File: src/rtl/lc3_mem_pkg.sv
// Shared types and defaults for the LC-3 memory arbiter slice.
package lc3_mem_pkg;

    localparam int unsigned ADDR_W_DEF      = 16;
    localparam int unsigned DATA_W_DEF      = 16;
    localparam int unsigned WAIT_CYCLES_DEF = 4;

    typedef enum logic [1:0] {
        ST_IDLE   = 2'd0,
        ST_ACCESS = 2'd1,
        ST_RESP   = 2'd2,
        ST_DONE   = 2'd3
    } state_t;

    localparam logic OWNER_CPU = 1'b0;
    localparam logic OWNER_DBG = 1'b1;

endpackage

File: src/rtl/lc3_rr_arb2.sv
// Two-requester round-robin pick; last_owner advances only on the grant strobe.
module lc3_rr_arb2
    import lc3_mem_pkg::*;
(
    input  logic clk,
    input  logic rst,
    input  logic req_cpu,
    input  logic req_dbg,
    input  logic grant_en,
    output logic grant_valid_c,
    output logic grant_owner_c
);

    logic last_owner;

    // On a tie the port that was not served last wins
    always_comb begin
        grant_valid_c = req_cpu | req_dbg;
        grant_owner_c = OWNER_CPU;
        if (req_cpu && req_dbg) begin
            grant_owner_c = ~last_owner;
        end else if (req_dbg) begin
            grant_owner_c = OWNER_DBG;
        end
    end

    always_ff @(posedge clk or negedge rst) begin
        if (!rst) begin
            last_owner <= OWNER_DBG;
        end else if (grant_en && grant_valid_c) begin
            last_owner <= grant_owner_c;
        end
    end

endmodule

File: src/rtl/lc3_mem_arbiter.sv
// Shares the single-port LC-3 RAM between the CPU and debug ports with fixed
// wait states and a one-cycle ready pulse back to the granted port.
module lc3_mem_arbiter
    import lc3_mem_pkg::*;
#(
    parameter int unsigned ADDR_W      = ADDR_W_DEF,
    parameter int unsigned DATA_W      = DATA_W_DEF,
    parameter int unsigned WAIT_CYCLES = WAIT_CYCLES_DEF
) (
    input  logic              clk,
    input  logic              rst,
    input  logic              cpu_req,
    input  logic              cpu_we,
    input  logic [ADDR_W-1:0] cpu_addr,
    input  logic [DATA_W-1:0] cpu_wdata,
    output logic [DATA_W-1:0] cpu_rdata,
    output logic              cpu_ready,
    input  logic              dbg_req,
    input  logic              dbg_we,
    input  logic [ADDR_W-1:0] dbg_addr,
    input  logic [DATA_W-1:0] dbg_wdata,
    output logic [DATA_W-1:0] dbg_rdata,
    output logic              dbg_ready,
    output logic              mem_en,
    output logic              mem_we,
    output logic [ADDR_W-1:0] mem_addr,
    output logic [DATA_W-1:0] mem_wdata,
    input  logic [DATA_W-1:0] mem_rdata,
    output logic              busy,
    output logic              owner
);

    localparam int unsigned CNT_W = (WAIT_CYCLES > 1) ? $clog2(WAIT_CYCLES) : 1;

    if (WAIT_CYCLES < 1) begin : g_bad_wait
        $error("lc3_mem_arbiter: WAIT_CYCLES must be >= 1");
    end

    state_t             state_q;
    state_t             state_d;
    logic [CNT_W-1:0]   cnt_q;
    logic               owner_q;
    logic               lat_we;
    logic [ADDR_W-1:0]  lat_addr;
    logic [DATA_W-1:0]  lat_wdata;
    logic               grant_valid_c;
    logic               grant_owner_c;
    logic               grant_en_c;

    assign grant_en_c = (state_q == ST_IDLE);

    lc3_rr_arb2 u_arb (
        .clk           (clk),
        .rst           (rst),
        .req_cpu       (cpu_req),
        .req_dbg       (dbg_req),
        .grant_en      (grant_en_c),
        .grant_valid_c (grant_valid_c),
        .grant_owner_c (grant_owner_c)
    );

    always_ff @(posedge clk or negedge rst) begin
        if (!rst) begin
            state_q <= ST_IDLE;
        end else begin
            state_q <= state_d;
        end
    end

    always_comb begin
        state_d = state_q;
        unique case (state_q)
            ST_IDLE:   if (grant_valid_c) state_d = ST_ACCESS;
            ST_ACCESS: if (cnt_q == '0) state_d = ST_RESP;
            ST_RESP:   state_d = ST_DONE;
            ST_DONE:   state_d = ST_IDLE;
            default:   state_d = ST_IDLE;
        endcase
    end

    // Request latch, wait counter and per-port read data capture
    always_ff @(posedge clk or negedge rst) begin
        if (!rst) begin
            cnt_q     <= '0;
            owner_q   <= OWNER_CPU;
            lat_we    <= 1'b0;
            lat_addr  <= '0;
            lat_wdata <= '0;
            cpu_rdata <= '0;
            dbg_rdata <= '0;
        end else begin
            unique case (state_q)
                ST_IDLE: begin
                    if (grant_valid_c) begin
                        owner_q   <= grant_owner_c;
                        lat_we    <= (grant_owner_c == OWNER_DBG) ? dbg_we : cpu_we;
                        lat_addr  <= (grant_owner_c == OWNER_DBG) ? dbg_addr : cpu_addr;
                        lat_wdata <= (grant_owner_c == OWNER_DBG) ? dbg_wdata : cpu_wdata;
                        cnt_q     <= CNT_W'(WAIT_CYCLES - 1);
                    end
                end
                ST_ACCESS: begin
                    if (cnt_q != '0) cnt_q <= cnt_q - CNT_W'(1);
                end
                ST_RESP: begin
                    if (!lat_we) begin
                        if (owner_q == OWNER_DBG) dbg_rdata <= mem_rdata;
                        else                      cpu_rdata <= mem_rdata;
                    end
                end
                default: ;
            endcase
        end
    end

    // Outputs decode only from registered state, so reset drops them at once
    assign busy      = (state_q != ST_IDLE);
    assign mem_en    = (state_q == ST_ACCESS);
    assign mem_we    = mem_en && lat_we && (cnt_q == '0);
    assign mem_addr  = lat_addr;
    assign mem_wdata = lat_wdata;
    assign owner     = owner_q;
    assign cpu_ready = (state_q == ST_DONE) && (owner_q == OWNER_CPU);
    assign dbg_ready = (state_q == ST_DONE) && (owner_q == OWNER_DBG);

endmodule

File: config.mk
export PLATFORM = sky130hd
export DESIGN_NAME = lc3_mem_arbiter
export DESIGN_NICKNAME = d
export VERILOG_FILES = /design/src/rtl/lc3_mem_pkg.sv /design/src/rtl/lc3_rr_arb2.sv /design/src/rtl/lc3_mem_arbiter.sv
export SDC_FILE = /design/constraint.sdc
export NUM_CORES = 1
export LEC_CHECK = 0
export CAP_MARGIN = 0
export CELL_PAD_IN_SITES_DETAIL_PLACEMENT = 1
export CELL_PAD_IN_SITES_GLOBAL_PLACEMENT = 1
export CORE_MARGIN = 2
export CORE_UTILIZATION = 27
export CTS_CLUSTER_DIAMETER = 200
export DETAILED_ROUTE_END_ITERATION = 10
export PLACE_DENSITY_LB_ADDON = 0.08
export SYNTH_ARGS = -nofsm -noshare
export SYNTH_HDL_FRONTEND = slang
export SYNTH_SLANG_ARGS = --single-unit
File: constraint.sdc
create_clock -name clk -period 1.75 [get_ports clk]
set_clock_uncertainty 0.1 [all_clocks]
set_input_delay 0.35 -clock clk [delete_from_list [all_inputs] [get_ports clk]]
set_output_delay 0.35 -clock clk [all_outputs]
set_load 0.005 [all_outputs]
## Yosys cells after proc, flatten, opt, wreduce, memory -nomap -nowiden

Index checks and enable logic that the tools add are counted.

| operators by class | value |
|---|---|
| equality and inequality tests | 6 |
| reduce and logical (&&, ||, !) cells | 16 |
| bitwise logic cells | 4 |
| muxes and demuxes | 11 |
| add/subtract/negate cells | 1 |

Operator list:

| kind | number |
|---|---|
| two-way mux 16 bit | 2 |
| AND reduction 3 bit | 3 |
| two-way mux 2 bit | 4 |
| case mux 2 bit (4 select lines) | 1 |
| logical AND 1 bit | 6 |
| nonzero test 2 bit | 3 |
| == test 2 bit, second input constant | 2 |
| zero test 2 bit | 2 |
| != test 2 x 1 -> 1 bit, second input constant | 2 |
| case mux 2 bit (2 select lines) | 1 |
| AND reduction 2 bit | 2 |
| two-way mux 1 bit | 3 |
| NOT 1 bit | 3 |
| == test 2 x 1 -> 1 bit, second input constant | 1 |
| != test 2 bit, second input constant | 1 |
| subtractor 2 x 1 -> 2 bit, second input constant | 1 |
| bitwise OR 1 bit | 1 |

| word-level totals | value |
|---|---|
| output and inout bits | 70 |
| register bits after elaboration | 71 |
| bits of input ports | 86 |
| logic and storage cells | 47 |

## Depth between registers and ports, before layout

Gate-level depths: netlist of the first run.

| logic depth | value |
|---|---|
| depth after elaboration | 3 |
| depth in mapped cells | 7 |
| gate-level depth less buffers | 5 |

## Cells and area by module

A second synthesis of the first run with hierarchy kept.

| second synthesis, totals | value |
|---|---|
| cell total of the unflattened synthesis | 258 |
| area total of the unflattened synthesis | 3160.5 um^2 |

Modules (own cells, without submodules):

| module | seq. area each (um^2) | cells an instance | area each (um^2) | instances |
|---|---|---|---|---|
| lc3_mem_arbiter | 1751.7 | 253 | 3109.2 | 1 |
| lc3_rr_arb2 | 26.3 | 5 | 51.3 | 1 |

## Worst setup path before layout of the first run

No wires, ideal clock.

| timing | value |
|---|---|
| kind | register to register |
| start point | register state_q[0] |
| end point | register cpu_rdata[0] |
| period minus slack after synthesis | 1749 ps |
| buffers on the path | 1 |
| setup time | 125 ps |
| required time | 1525 ps |
| data arrival time | 1524 ps |
| cell stages (with the launch flop) | 6 |
| setup slack | 1 ps |
| path through | dfrtp_1 > inv_1 > ha_1 > nor3b_4 > buf_6 > mux2_2 |

| between the ends | value |
|---|---|
| word-level cells in the longest chain between the ends | 2 |

Ends and longest elaborated chain:

| what | line | text |
|---|---|---|
| start, declared | lc3_mem_arbiter.sv:39 | `state_t state_q;` |
| start signal, assigned | lc3_mem_arbiter.sv:66 | `state_q <= state_d;` |
| == test 2 bit | lc3_mem_arbiter.sv:92 | `unique case (state_q)` |
| AND reduction 3 bit (no line) | -- |  |
| end signal, assigned | lc3_mem_arbiter.sv:108 | `else cpu_rdata <= mem_rdata;` |
| end, declared | lc3_mem_arbiter.sv:16 | `output logic [DATA_W-1:0] cpu_rdata,` |

Every way passes these cells.
A chain may end at the register's enable or synchronous reset.

## Final worst setup path of the first run

| timing | value |
|---|---|
| start point | register state_q[0] |
| end point | output port busy |

| between the ends | value |
|---|---|
| word-level cells in the longest chain between the ends | 1 |

Ends and longest elaborated chain:

| what | line | text |
|---|---|---|
| nonzero test 2 bit | lc3_mem_arbiter.sv:117 | `assign busy = (state_q != ST_IDLE);` |
| end, declared | lc3_mem_arbiter.sv:29 | `output logic busy,` |

Every way passes these cells.

==> results.txt, run 1 <==
Leaving out fill and tap cells, the most frequent cells in the layout are clkdlybuf4s50_1 (148), dfrtp_1 (69), a21oi_1 (64), nand2_1 (35), nor2_1 (35). The final critical delay including setup and external delays came out at roughly 1.8 ns. The worst setup path is launched from a flop. Dividing total power by cell area gives a power density of approximately 1800 mW/mm^2.

The total congestion overflow after global routing is 0. The required time at the worst-slack endpoint came out at approximately 1.3 ns. The cell sitting at the root of the clock tree is a clkbuf_16. The total leakage power came out at ~2.5 nW.

Across all register-to-register paths, the minimum setup slack is -0.04 ns. The core utilization of the finished layout is 49.8%. The checks that failed: negative setup slack. Synthesis inferred between 70 and 80 register bits. The share of the cycle needed by the critical path after routing is 104%. The first-pass GRT wire length is ~16 mm. Of all nets on the critical path, the largest fanout is 3. The post-synth design cell area came out at between 0.003 and 0.004 mm^2. The commonest non-fill, non-tap cell in the layout is clkdlybuf4s50_1. The final RePlAce weighted congestion is 0.724.

The core region is between 0.01 and 0.015 mm^2. The total half-perimeter wirelength after legalization and detailed placement came out at around 6.8 mm. The maximum number of pins on one net before global-route repair came out at 72. The clock net sink count came out at 71.

The run finished, with violations left. The overall routing resource usage came out at approximately 16%. Setup repair after global routing could not meet its margin everywhere.

The final design instance area without fill came out at 0.00566 mm^2. After the first detailed-routing iteration, the DRC count stood at 60. The number of max-cap violations came out at 0. For the pin with the worst max-slew slack, the measured transition is approximately 0.43 ns.

The peak clock frequency supported by timing came out at between 0.5 and 0.6 GHz. The clock latency reported for the late side of the worst-skew pair came out at 0.33 ns. The TritonCTS buffer count is 9.

In the final layout, the share of cells above drive strength 1 is a little under a quarter. The area enclosed by the die boundary came out at about 0.013 mm^2. The height of the die is ~110 um. The H-tree was split into 3 levels. The worst hold path cell count is 1. The initial utilization of the core area, before any placement, comes to roughly 28%.

The worst hold path terminates at dbg_rdata[7]. The post-placement cell count is 589. From left edge to right edge, the die measures roughly 110 um. The sequential-to-total area share from yosys stat is between 50% and 60%. The count of boundary I/O pins came out at approximately 160. The ratio of routed vias to standard cells is 4.58. The clock tree buffer depth came out at 2.

The average cell area after synthesis came out at approximately 11 um^2. Yosys mapped the design onto 28 distinct sky130hd cell types. The finished layout holds between 600 and 700 standard cells, fillers aside.

The maximum cell stage delay along the critical path is 0.44 ns. The cell count after synthesis came out at ~290. The via count of the first global-routing pass came out at about 3100. The count of synthesis-stage warnings from yosys is 0. The placed cell area came out at between 0.005 and 0.006 mm^2.

The number of rows created at floorplan came out at 39. The endpoint identified for the worst register-to-register timing path is cpu_rdata[8]. The post-detailed-routing wire length is 10.2 mm. In this run the most critical hold path is launched from dbg_rdata[7]. The largest delay contributor family on the critical path is buffers and inverters. The worst endpoint data arrival time came out at roughly 1.4 ns.

The critical path in this run is classified as reg2out. The tightest min-delay check is of the reg2reg type. The TritonCTS clock tree is built. The area added between synthesis and finish is 80.2%. The worst setup path is captured at an output port.

The sum of negative setup slack is -0.408 ns. The buffers plus inverters on the worst setup path is 4. The net count after synthesis came out at about 380. For the worst flop-to-flop path, the logic depth is 6.

The count of nets left with antenna violations once routing finished came out at 0. The final max-slew violation count came to 0. The number of antenna diodes in the final layout is 0. Setup violations remaining at the end of the flow were counted as 19. The via count came out at 2815. The number of antenna violations at the first check in global routing came out at 0.

The worst hold slack across all endpoints came out at slightly above 0.4 ns. The count of endpoints failing hold in the final timing report is 0. The port buffer count is ~160.

The count of unresolved DRC violations after routing came out at 0. The clock slew seen by the registers of the worst setup and hold paths is around 0.06 ns. The net total in the final layout is 559.

Walking the worst path, the cells encountered are inv_2 > buf_4 > ha_4 > inv_1 > dlygate4sd2_1. After detailed routing, the average wire length per cell comes to roughly 17 um. The relative max-transition margin is just over 70%. Across the VDD grid, the largest voltage drop is slightly above 0.8 mV. The start of the worst register-to-register path is state_q[0]. The filler cell count in the final layout is 1262. In the post-route analysis, the smallest setup slack over all paths is -0.0784 ns.

For this design, the slowest cell found on the critical path is dfrtp_2. The first TritonRoute pass finished after 4 iterations.
-- how the worst max path moves through the flow --
stage | startpoint | endpoint | cells after the start
finish | state_q[0] | busy | 5
global route | state_q[0] | busy | 5
CTS | state_q[0] | cpu_ready | 4
detailed placement | dbg_req | cnt_q[1] | 4
global placement | dbg_req | cnt_q[1] | 4
floorplan | state_q[0] | cpu_rdata[0] | 5
-- cell usage after synthesis --
library cell   n  share of area [%]
a21oi_2        3               0.84
a31oi_1        1               0.20
nor3b_4        1               0.60
clkbuf_1       2               0.24
o32a_1         1               0.32
and2b_1        1               0.24
a21boi_2       1               0.36
a22o_2         1               0.32
and3_1         1               0.20
and2_1         1               0.20
o21ai_2        1               0.28
o21a_1         1               0.24
buf_4          1               0.24
nor2b_1        1               0.20
clkbuf_4       3               0.72
nor2_1        35                4.2
a221oi_2       1               0.48
mux2_2        35                 13
nand3b_2       1               0.36
buf_6          5                1.8
ha_1           6                2.4
inv_1          5               0.60
buf_2          6               0.96
dfrtp_1       70                 56
nand2_1       35                4.2
a21oi_1       65                 10
dfstp_2        1               0.84
a21bo_2        1               0.32
-- metal layers --
layer	global-route usage, %	up-vias	part of all wire [%]
met4	5.93	0	1.3
met1	19.4	1363	43
li1	-	1338	-
met5	0	-	0
met2	26.9	105	48
met3	5.33	9	7.7
-- layout make-up --
class                           instances  area (um^2)  share of cell area (%)
Sequential cell                        71         1780                    31.4
Clock buffer                           11          253                    4.47
Multi-Input combinational cell        193         1410                    25.0
Clock inverter                          5         80.1                    1.42
Inverter                                5         18.8                   0.332
Timing Repair Buffer                  187         1940                    34.2
Tap cell                              143          179                    3.16
-- cell families after synthesis --
logic type                 Yosys count  share of synthesized area, %
DFF                                 71                          56.6
and+or+nand+nor                     76                          10.2
muxes                               35                          12.6
AOI/OAI and AO/OA                   76                          13.7
adders and majority gates            6                          2.39
buffers and inverters               22                          4.54
-- where the power goes --
group          switching [mW]  total, mW  internal (mW)
registers               0.474       2.97           2.50
clock network           0.712       2.04           1.32
logic                    1.81       4.92           3.11
-- through the flow --
stage,worst slack (ns),power [mW]
2_1_floorplan,0.00144,4.72
3_3_place_gp,-0.0689,7.20
3_5_place_dp,-0.113,7.34
4_1_cts,-0.131,9.64
5_1_grt,-0.117,10.6
6_report,-0.0784,9.93
-- registers in the layout (all words and copies together), names as in the netlist --
name,flops
owner,1
u_arb.last_owner,1
state_q,2
dbg_rdata,16
cnt_q,2
cpu_rdata,16
mem_addr,16
lat_we,1
mem_wdata,16
-- repair_timing --
item	4_1_cts	5_1_grt
cloned	0	2
hold endpoints to repair	70	0
hold buffers	1	0
pin swaps	1	1
setup endpoints to repair	16	72
setup buffers	6	1
resized for setup	28	42
No activity file was read; power rests on OpenSTA's default activity.
==> inputs of run 2 (changes only) <==
CORE_UTILIZATION = 32   (was 27)
PLACE_DENSITY_LB_ADDON = 0.1   (was 0.08)
TNS_END_PERCENT = 30   (was default)
clock period = 2.2 ns   (was 1.75 ns; I/O delays follow)
==> run 2 against run 1 <==
Effect of this change: the flow now finishes without violations; combinational power fell by 33%; setup slack improved by 0.16 ns; critical endpoint is now dbg_ready; cell area fell by 8.6%; global-route usage rose by 1.1 points; critical path type unchanged; critical path depth did not move; first-iteration DRC count fell by 27%; worst hold slack got worse by 0.015 ns; largest power group unchanged; final cell count fell by 4.1%.
==> results.txt, run 2 (synthesized netlist as in run 1, its figures left out) <==
In this run, the number of DRC markers left after iteration 0 of detailed routing was 44. The count of endpoints failing hold in the final timing report was 0. The area enclosed by the die boundary came out at ~0.011 mm^2.

The first-pass GRT wire length came out at 14.0 mm. The clock latency reported for the late side of the worst-skew pair is 0.35 ns. Dividing total power by cell area gives a power density of around 1300 mW/mm^2. The path class of the tightest hold or removal check is in2async.

Detailed routing placed a total of about 860 um of wire on met3. Entering global routing, the biggest net connects 57 pins. For this design the static power due to leakage is 2.21 nW.

The clock net sink count is 71. After legalization and detailed placement, the total HPWL measured 6.30 mm. The overall routing resource usage is ~17%. Setup violations remaining at the end of the flow were counted as 0.

The net total in the final layout is 544. The library cells used most frequently in the layout, excluding fill and tap cells, are clkdlybuf4s50_1 (150), dfrtp_1 (70), a21oi_1 (65). By startpoint and endpoint, the worst setup path is classified as reg2out. The horizontal extent of the die came out at 103 um. Using the TritonRoute via totals, the vias-per-cell ratio works out to roughly 4.7. The total congestion overflow after global routing is 0. The post-detailed-routing wire length is slightly above 9 mm. Along the worst path, the maximum fanout reaches 2. The number of max-cap violations is 0. The share of the cycle needed by the critical path after routing came out at a little over nine tenths. Counting stages on the worst path, the most repeated cell is buf_4. The routed wirelength normalized by instance count came out at 15.3 um. The residual antenna-violating net count after detailed routing came out at 0.

For this run, design rule violations remaining after detail routing come to 0. The starting density of the core came out at 32.6%. The floorplan has 36 rows.

STA puts the critical path data required time at roughly 1.7 ns. In this run the tool buffered the top-level ports with between 150 and 200 buffer cells. The TritonCTS buffer count is 9. IR analysis of the VDD net gives a maximum drop of 0.472 mV. The via count of the first global-routing pass came out at about 2900. Detailed routing inserted a total of approximately 2800 vias. The area added between synthesis and finish came out at 64.7%. Walking the worst path, the cells encountered are buf_4 > buf_4 > ha_1 > and2_1 > dlygate4sd2_1. The root buffer cell is clkbuf_8.

The worst pin sits at a relative slew slack of 68.1%. The count of boundary I/O pins is roughly 160. The run finished with clean final reports. The final critical delay including setup and external delays is ~2.1 ns. 0 antenna diodes ended up in the layout. The detailed-router iteration count before antenna repair is 4. The clock slew seen by the registers of the worst setup and hold paths came out at roughly 0.08 ns. Data on the critical path arrives at its endpoint at about 1.6 ns. STA classifies the critical path startpoint as a flop.

The clock tree buffer depth came out at 2. The commonest non-fill, non-tap cell in the layout is clkdlybuf4s50_1. The detailed router used layers up to and including met4. TritonCTS built the clock tree. The peak clock frequency supported by timing is ~0.47 GHz. For this run, the slowest stage of the critical path takes approximately 0.4 ns. STA classifies the critical path endpoint as an output port. The maximum level of the CTS H-tree came out at 3. On the critical path, the stage with the largest delay is an instance of dfrtp_1. The sum of internal, switching and leakage power is between 6 and 7 mW. Setup repair after global routing left no endpoint under its margin.

The filler cell count in the final layout is roughly 1100. The height of the die is between 100 and 150 um. The final max-slew violation count came out at 0. The core utilization of the finished layout came out at between 50 and 60%. The sum of negative setup slack is 0 ns. The actual slew at the worst max-slew pin is approximately 0.48 ns. The detailed-routing wirelength on met1 is 3.81 mm. The sum of met2 wire segment lengths after detailed routing came out at 4.27 mm.

The number of antenna violations at the first check in global routing was 0. The post-route netlist has 18.4% of its cells at a drive strength greater than 1. The final RePlAce weighted congestion came out at 0.739.

The region available for standard cell placement spans between 0.009 and 0.01 mm^2.
[run 2: changes by cell type in the layout (fill, tap and decap cells not counted), sizes merged]
cell,previous run,this run
buf,34,17
clkbuf,13,9
clkdlybuf4s50,148,150
bufinv,2,3
clkdlybuf4s15,0,1
clkinv,1,2
clkinvlp,2,1
dlymetal6s2s,0,1
inv,5,6
[run 2: path summary, 6_finish.rpt]
kind	startpoint	to	slack [ns]	depth (start not counted)
worst max register to register	state_q[1]	dbg_rdata[8]	0.20	6
worst max-delay path	state_q[1]	dbg_ready	0.08	5
worst min register to register	dbg_rdata[7]	dbg_rdata[7]	0.41	1
worst min-delay path	rst	dbg_rdata[9]	0.39	2
min in group clk	dbg_rdata[7]	dbg_rdata[7]	0.41	1
max in group asynchronous	rst	u_arb.last_owner	1.00	3
[run 2: final cells by class]
class / count / area, um^2 / share of cell area, %
Sequential cell: 71 / 1780 / 34.4
Timing Repair Buffer: 172 / 1730 / 33.4
Multi-Input combinational cell: 193 / 1230 / 23.9
Tap cell: 133 / 166 / 3.22
Clock buffer: 9 / 124 / 2.40
Clock inverter: 7 / 120 / 2.32
Inverter: 5 / 18.8 / 0.363
[run 2: power breakdown]
part	internal (mW)	total, mW	switching, mW
Combinational	2.05	3.29	1.23
Sequential	1.98	2.35	0.366
Clock	0.757	1.28	0.528
[run 2: repair_timing]
action | in CTS | in global routing
hold endpoints to repair | 15 | 0
setup buffers | 3 | 3
pin swaps | 0 | 0
setup endpoints to repair | 3 | 2
gates cloned | 0 | 0
hold buffers | 1 | 0
gates resized for setup | 7 | 3
[run 2: critical path: cells and delay by family (launching register included)]
family	cells	cell delay, ns
AND/OR/NAND/NOR	1	0.13
buffers and inverters	3	0.54
adder cells (fa/ha/maj)	1	0.17
flip-flops	1	0.40
[run 2: stage by stage]
stage	instance area (um^2)	instances	hold slack [ns]	worst slack, ns
final	5170	590	0.390	0.0809
after detailed placement	4860	567	0.218	0.114
after global placement	4860	567	0.222	0.163
after CTS	5140	587	0.371	0.00261
after floorplan	3140	286	0.0444	0.451
after global routing	5170	590	0.396	0.00863
[run 2: layer usage]
layer / track usage [%] / up-vias
li1: - / 1303
met1: 20.7 / 1342
met3: 6.71 / 8
met5: 0 / -
met4: 6.78 / 0
met2: 27.9 / 104
